## config.mk

```make
export PLATFORM = sky130hd
export DESIGN_NAME = mem_port_arbiter
export DESIGN_NICKNAME = d
export VERILOG_FILES = /design/src/rtl/mem_port_arbiter.sv
export SDC_FILE = /design/constraint.sdc
export NUM_CORES = 1
export LEC_CHECK = 0
export CAP_MARGIN = 20
export CORE_MARGIN = 2
export CORE_UTILIZATION = 40
export CTS_CLUSTER_DIAMETER = 100
export DETAILED_ROUTE_END_ITERATION = 10
export PLACE_DENSITY = 0.76
export REMOVE_ABC_BUFFERS = 1
export SLEW_MARGIN = 20
export SYNTH_ARGS = -nofsm -noshare
export SYNTH_HDL_FRONTEND = slang
export SYNTH_SLANG_ARGS = --single-unit
```

## constraint.sdc

```tcl
create_clock -name clock -period 2.9 [get_ports clock]
set_input_delay 0.435 -clock clock [delete_from_list [all_inputs] [get_ports clock]]
set_output_delay 0.435 -clock clock [all_outputs]
set_load 0.03 [all_outputs]
```

## src/rtl/mem_port_arbiter.sv

```systemverilog
// rtl/mem_port_arbiter.sv - two-port (IF read / MEM read-write) arbiter onto one narrow external RAM
// Each requester word is moved as BEATS little-endian RAM beats with programmable wait states.
module mem_port_arbiter #(
  parameter int DATA_W      = 32,
  parameter int RAM_W       = 16,
  parameter int ADDR_W      = 18,
  parameter int WAIT_STATES = 0,
  parameter int ARB_MODE    = 0
) (
  input  logic              clock,
  input  logic              reset,
  input  logic              if_req,
  input  logic [ADDR_W-1:0] if_addr,
  output logic              if_ack,
  output logic [DATA_W-1:0] if_rdata,
  input  logic              mem_req,
  input  logic              mem_we,
  input  logic [ADDR_W-1:0] mem_addr,
  input  logic [DATA_W-1:0] mem_wdata,
  output logic              mem_ack,
  output logic [DATA_W-1:0] mem_rdata,
  output logic [ADDR_W-1:0] ram_addr,
  output logic              ram_we,
  output logic              ram_oe,
  output logic [RAM_W-1:0]  ram_wdata,
  input  logic [RAM_W-1:0]  ram_rdata,
  output logic              busy
);

  localparam int BEATS = DATA_W / RAM_W;
  localparam int BW    = $clog2(BEATS);
  localparam int CW    = (BW > 0) ? BW : 1;
  localparam logic [ADDR_W-1:0] LOW_MASK  = ADDR_W'(BEATS - 1);
  localparam logic [CW-1:0]     LAST_BEAT = CW'(BEATS - 1);
  localparam logic [3:0]        WCNT_END  = 4'(WAIT_STATES);

  typedef enum logic [1:0] {IDLE, XFER, DONE} state_t;

  state_t            state_q, state_d;
  logic              grant_mem_q, grant_mem_d;
  logic              pref_mem_q, pref_mem_d;
  logic              we_q, we_d;
  logic [ADDR_W-1:0] addr_q, addr_d;
  logic [DATA_W-1:0] wdata_q, wdata_d;
  logic [CW-1:0]     beat_q, beat_d;
  logic [3:0]        wcnt_q, wcnt_d;
  logic [DATA_W-1:0] if_rdata_q, if_rdata_d;
  logic [DATA_W-1:0] mem_rdata_q, mem_rdata_d;
  logic              pick_mem;
  logic              xfer;

  // MEM wins unless IF is also asking and round-robin currently favours IF
  assign pick_mem = mem_req && (!if_req || (ARB_MODE == 0) || pref_mem_q);

  always_comb begin
    state_d     = state_q;
    grant_mem_d = grant_mem_q;
    pref_mem_d  = pref_mem_q;
    we_d        = we_q;
    addr_d      = addr_q;
    wdata_d     = wdata_q;
    beat_d      = beat_q;
    wcnt_d      = wcnt_q;
    if_rdata_d  = if_rdata_q;
    mem_rdata_d = mem_rdata_q;
    case (state_q)
      IDLE: begin
        if (if_req || mem_req) begin
          grant_mem_d = pick_mem;
          pref_mem_d  = !pick_mem;
          we_d        = pick_mem && mem_we;
          addr_d      = (pick_mem ? mem_addr : if_addr) & ~LOW_MASK;
          wdata_d     = pick_mem ? mem_wdata : '0;
          beat_d      = '0;
          wcnt_d      = '0;
          state_d     = XFER;
        end
      end
      XFER: begin
        if (wcnt_q == WCNT_END) begin
          wcnt_d = '0;
          beat_d = beat_q + CW'(1);
          if (!we_q) begin
            if (grant_mem_q) mem_rdata_d[int'(beat_q)*RAM_W +: RAM_W] = ram_rdata;
            else             if_rdata_d[int'(beat_q)*RAM_W +: RAM_W]  = ram_rdata;
          end
          if (beat_q == LAST_BEAT) state_d = DONE;
        end else begin
          wcnt_d = wcnt_q + 4'd1;
        end
      end
      DONE:    state_d = IDLE;
      default: state_d = IDLE;
    endcase
  end

  always_ff @(posedge clock or negedge reset) begin
    if (!reset) begin
      state_q     <= IDLE;
      grant_mem_q <= 1'b0;
      pref_mem_q  <= 1'b1;
      we_q        <= 1'b0;
      addr_q      <= '0;
      wdata_q     <= '0;
      beat_q      <= '0;
      wcnt_q      <= '0;
      if_rdata_q  <= '0;
      mem_rdata_q <= '0;
    end else begin
      state_q     <= state_d;
      grant_mem_q <= grant_mem_d;
      pref_mem_q  <= pref_mem_d;
      we_q        <= we_d;
      addr_q      <= addr_d;
      wdata_q     <= wdata_d;
      beat_q      <= beat_d;
      wcnt_q      <= wcnt_d;
      if_rdata_q  <= if_rdata_d;
      mem_rdata_q <= mem_rdata_d;
    end
  end

  // Pad outputs decode straight from state so an async reset drops them at once
  assign xfer      = (state_q == XFER);
  assign busy      = (state_q != IDLE);
  assign ram_we    = xfer && we_q;
  assign ram_oe    = xfer && we_q;
  assign ram_addr  = xfer ? (addr_q | {{(ADDR_W-CW){1'b0}}, beat_q}) : '0;
  assign ram_wdata = xfer ? wdata_q[int'(beat_q)*RAM_W +: RAM_W] : '0;
  assign if_ack    = (state_q == DONE) && !grant_mem_q;
  assign mem_ack   = (state_q == DONE) && grant_mem_q;
  assign if_rdata  = if_rdata_q;
  assign mem_rdata = mem_rdata_q;

endmodule
```

# Yosys cells after proc, flatten, opt, wreduce, memory -nomap -nowiden
# Cells that the tools add are included.
[op_classes]
n_addsub = 3
eq_ne = 5
shifts = 3
n_mux = 16
bitwise_logic = 3
reduce_logical = 16
[ops]
columns = ["operator", "count"]
rows = [
  ["$bwmux W32", 2],
  ["$mux W18", 2],
  ["$neg A5 Y33", 1],
  ["$shift A16 B33 Y32 const A", 1],
  ["$shiftx A16 B33 Y32", 1],
  ["$mux W32", 1],
  ["$shiftx A32 B6 Y16", 1],
  ["$or A18 B1 Y18", 1],
  ["$mux W16", 1],
  ["$mux W4", 2],
  ["$pmux W4 S2", 1],
  ["$reduce_and A4 Y1", 2],
  ["$mux W2", 3],
  ["$reduce_and A3 Y1", 2],
  ["$add A4 B1 Y4 const B", 1],
  ["$logic_and A1 B1 Y1", 4],
  ["$logic_not A4 Y1", 1],
  ["$ne A2 B2 Y1 const B", 2],
  ["$pmux W2 S2", 1],
  ["$reduce_and A2 Y1", 2],
  ["$reduce_bool A2 Y1", 2],
  ["$eq A2 B1 Y1 const B", 1],
  ["$eq A2 B2 Y1 const B", 1],
  ["$logic_not A2 Y1", 1],
  ["7 further kinds", 9],
]
[word_totals]
regBits = 122
in_bits = 89
output_inout_bits = 103
word_cells = 55

# Depth between registers and ports, before layout
[depth]
ltp_word = 3
depth_mapped = 7
mapped_depth_nobuf = 5

# Worst setup path after synthesis
# Ideal clock, no wire load.
[synth_path]
path_type = "register -> register"
from = "reg wcnt_q[0]"
to = "reg if_rdata_q[22], in the netlist if_rdata[22]"
setup_ns = 0.125
t_arrival_ns = 2.092
t_required_ns = 2.775
path_slack_ns = 0.682
path_stages_with_launch = 8
n_path_buf = 2
period_less_slack_ns = 2.218
cell_sequence = "dfrtp_1 > inv_1 > ha_1 > or3b_2 > or4_1 > buf_6 > buf_12 > mux2_4"
[synth_via]
elab_chain_len = 2
[synth_rtl]
columns = ["item", "line", "rtl"]
rows = [
  ["start, declared", "46", "logic [3:0] wcnt_q, wcnt_d;"],
  ["start signal, assigned", "117", "wcnt_q <= wcnt_d;"],
  ["$logic_not A4 Y1", "80", "if (wcnt_q == WCNT_END) begin"],
  ["$reduce_and A4 Y1 (no source line)", "--", ""],
  ["end signal, assigned", "118", "if_rdata_q <= if_rdata_d;"],
  ["end, declared", "47", "logic [DATA_W-1:0] if_rdata_q, if_rdata_d;"],
]
# No other way between the ends.
# A chain may end at the register's enable or synchronous reset.

# Worst setup path after layout
[layout_path]
from = "reg state_q[0]"
to = "out ram_wdata[10]"
[layout_via]
elab_chain_len = 2
[layout_rtl]
columns = ["item", "line", "rtl"]
rows = [
  ["start, declared", "39", "state_t state_q, state_d;"],
  ["start signal, assigned", "110", "state_q <= state_d;"],
  ["$eq A2 B1 Y1", "124", "assign xfer = (state_q == XFER);"],
  ["$mux W16", "129", "assign ram_wdata = xfer ? wdata_q[int'(beat_q)*RAM_W +: RAM_W] : '0;"],
  ["end, declared", "25", "output logic [RAM_W-1:0] ram_wdata,"],
]
# No other way between the ends.

==> metrics <==
cells along the critical path=or2b_2, nor2_1, clkdlybuf4s50_1; met2 wire length=6.22 mm; fin. max-slew vios=0; worst vdd ir=491 uV; Die Wd=approximately 120 um; Final Cell Area=8050 sq um; pin count of the biggest net entering global routing=48; Distinct cells, synth=35; post-detailed-route DRC marker count=0; area occupied by multi-input gates=2080 sq um; post-CTS setup buffer count=0; placed cell count=741; Root Driver=clkbuf_16; startpoint types=flop; r2r startpoint=wcnt_q[0]; share of cells above drive strength 1=18.8%; Synth top area share=57.4%; YS warnings=0; Buf+Inv Stages, Crit Path=1; io pins=192; overall routing resource usage=a little under a fifth; Initial Utilization=40.5%; sequential cell area fraction in the yosys report=~57%; vias in the first global route=4,054; Yosys reg bits=122; met3 WL=745 um; Slew @ Worst Pin=about 940 ps; total count of hold-check failures in the final report=0; PortBufs=around 190; fin crit share=92.7%; CP delay by family, top=simple AND/OR/NAND/NOR gates; leak pwr=between 3 and 4 nW; asr flop ratio synth=100%; final setup vio count=0; storage element area=3050 sq um; drt first pass iters=4; Die H=119 um; top post-synthesis cells by area=dfrtp_1 (57%), mux2_4 (8.5%), mux2i_1 (6.4%); type of the most critical hold path=in2async; CP Max Fanout=19; EDFF count, synth=0; Max-Cap Viols=0; Cell Area, Synth=about 5300 sq um; most common cell in the netlist=dfrtp_1; status=finished, final reports clean; total wire length=between 10 and 15 mm; fill count=about 1,100; Worst slew margin=a little under two fifths; Crit path required time=2470 ps; setup total negative slack=0 ps; GRT overflow=0; CTS clk-pin slew, worst paths=roughly 50 ps; Pwr Density=1330 nW/um^2; Post-DP Area=between 7000 and 8000 sq um; skew final=7.50 ps; vias after detailed routing=3,902; RSZ-0062 raised after global routing=no; CP arrival=2250 ps; fin crit period=2690 ps; Clock Latency Late Sink=400 ps; area delta synth->final=51.3%; global-route wire length before repair=20.8 mm; worst setup path startpoint=state_q[0]; vias per cell=between 5 and 6; row cnt=42; initial antenna violation count=0; dpl ws=480 ps; Layout Nets=675; most common library cells after synthesis=dfrtp_1 (122), a22o_1 (35), o21ai_0 (35); Syn Area/Cell=approximately 14 sq um; post-synth top area cell=dfrtp_1; Iteration-0 DRC Markers=between 100 and 150; fmax=between 300 and 400 MHz; clock tree sinks=roughly 120; Critical Setup Path Class=reg2out; dpl hpwl=9.17 mm; H-Tree Depth=4; CP max-delay cell=clkdlybuf4s50_1; clock buffer count from CTS=17; CTS tree=done; Non-Filler Instances=773; Core ar.=about 13,000 sq um; ANT cells=0; Post-Syn Instances=389; top routing layer in use=met4; die area=approximately 14,000 sq um; Antenna Violating Nets Remaining=0; crit path capture type=output port; Largest stage delay, worst path=700 ps; GPL Wtd Cong=0.762; WL per Instance=16.7 um; Synth Flop Type=dfrtp_1; Max clock buf depth=2; met1 WL=5.86 mm; worst setup margin=around 210 ps
==> layer usage <==
layer  global-route usage, %  up-vias
met3                    4.98        6
met5                       0        -
met1                    25.0     1954
met2                    30.3      152
li1                        -     1790
met4                    4.63        0
==> power by group <==
part	internal [W]	switching, W
Sequential	0.00256	0.000506
Combinational	0.00254	0.00282
Clock	0.00157	0.000742
Total	0.00667	0.00407
==> per-stage QoR <==
stage               util, %  total power [W]  hold WS, ps
floorplan                 -          0.00621          139
global placement       56.3          0.00834          468
detailed placement     56.3          0.00847          485
CTS                    61.3           0.0108         61.5
global route           61.3           0.0113         79.7
finish                 61.3           0.0107         52.6
==> layout make-up <==
cell class / instances / area share (%)
clock inverters: 11 / 2.39
well taps: 176 / 2.74
multi-input cells: 234 / 25.8
clock buffers: 21 / 5.72
repair buffers: 204 / 25.2
flip-flops and latches: 122 / 37.9
inverters: 5 / 0.233
==> state kept, by name, summed over array words and instances, names as in the netlist <==
register / cells
if_rdata: 32
addr_q: 17
wdata_q: 32
mem_rdata: 32
wcnt_q: 4
beat_q: 1
grant_mem_q: 1
we_q: 1
state_q: 2
==> path summary, 6_finish.rpt <==
check	endpoint	slack [ps]	cells past startpoint
setup / recovery	ram_wdata[10]	210	3
hold reg to reg	if_rdata[1]	490	1
max in group asynchronous	if_rdata[25]	1940	2
min in group clock	if_rdata[1]	490	1
setup reg to reg	mem_rdata[7]	490	6
hold / removal	if_rdata[28]	50	1
==> what timing repair did <==
action / CTS / global route
setup endpoints to repair: 0 / 2
hold endpoints to repair: 0 / 0
hold buffers: 0 / 0
gates resized for setup: 0 / 1
==> cell families after synthesis <==
family,Yosys count,synth area share [%]
flip-flops,122,57.4
multiplexers,98,22.1
AO/OA/AOI/OAI,75,9.71
AND/OR/NAND/NOR,58,6.44
buffers and inverters,33,3.76
adder cells (fa/ha/maj),2,0.470
XOR/XNOR,1,0.165
==> cells in the final DEF, fill, tap and decap left out, types with 3 or more instances in the layout <==
cell type / n
mux2_2: 30
or4_1: 3
mux2i_1: 34
clkdlybuf4s50_1: 188
mux2_4: 30
inv_1: 4
nor2_1: 19
clkbuf_16: 17
o21ai_0: 35
a22o_1: 35
and2_1: 19
nor3b_1: 5
buf_4: 14
dfrtp_1: 122
bufinv_16: 5
mux2_1: 4
Note: power is estimated with default switching activity, not from simulation.
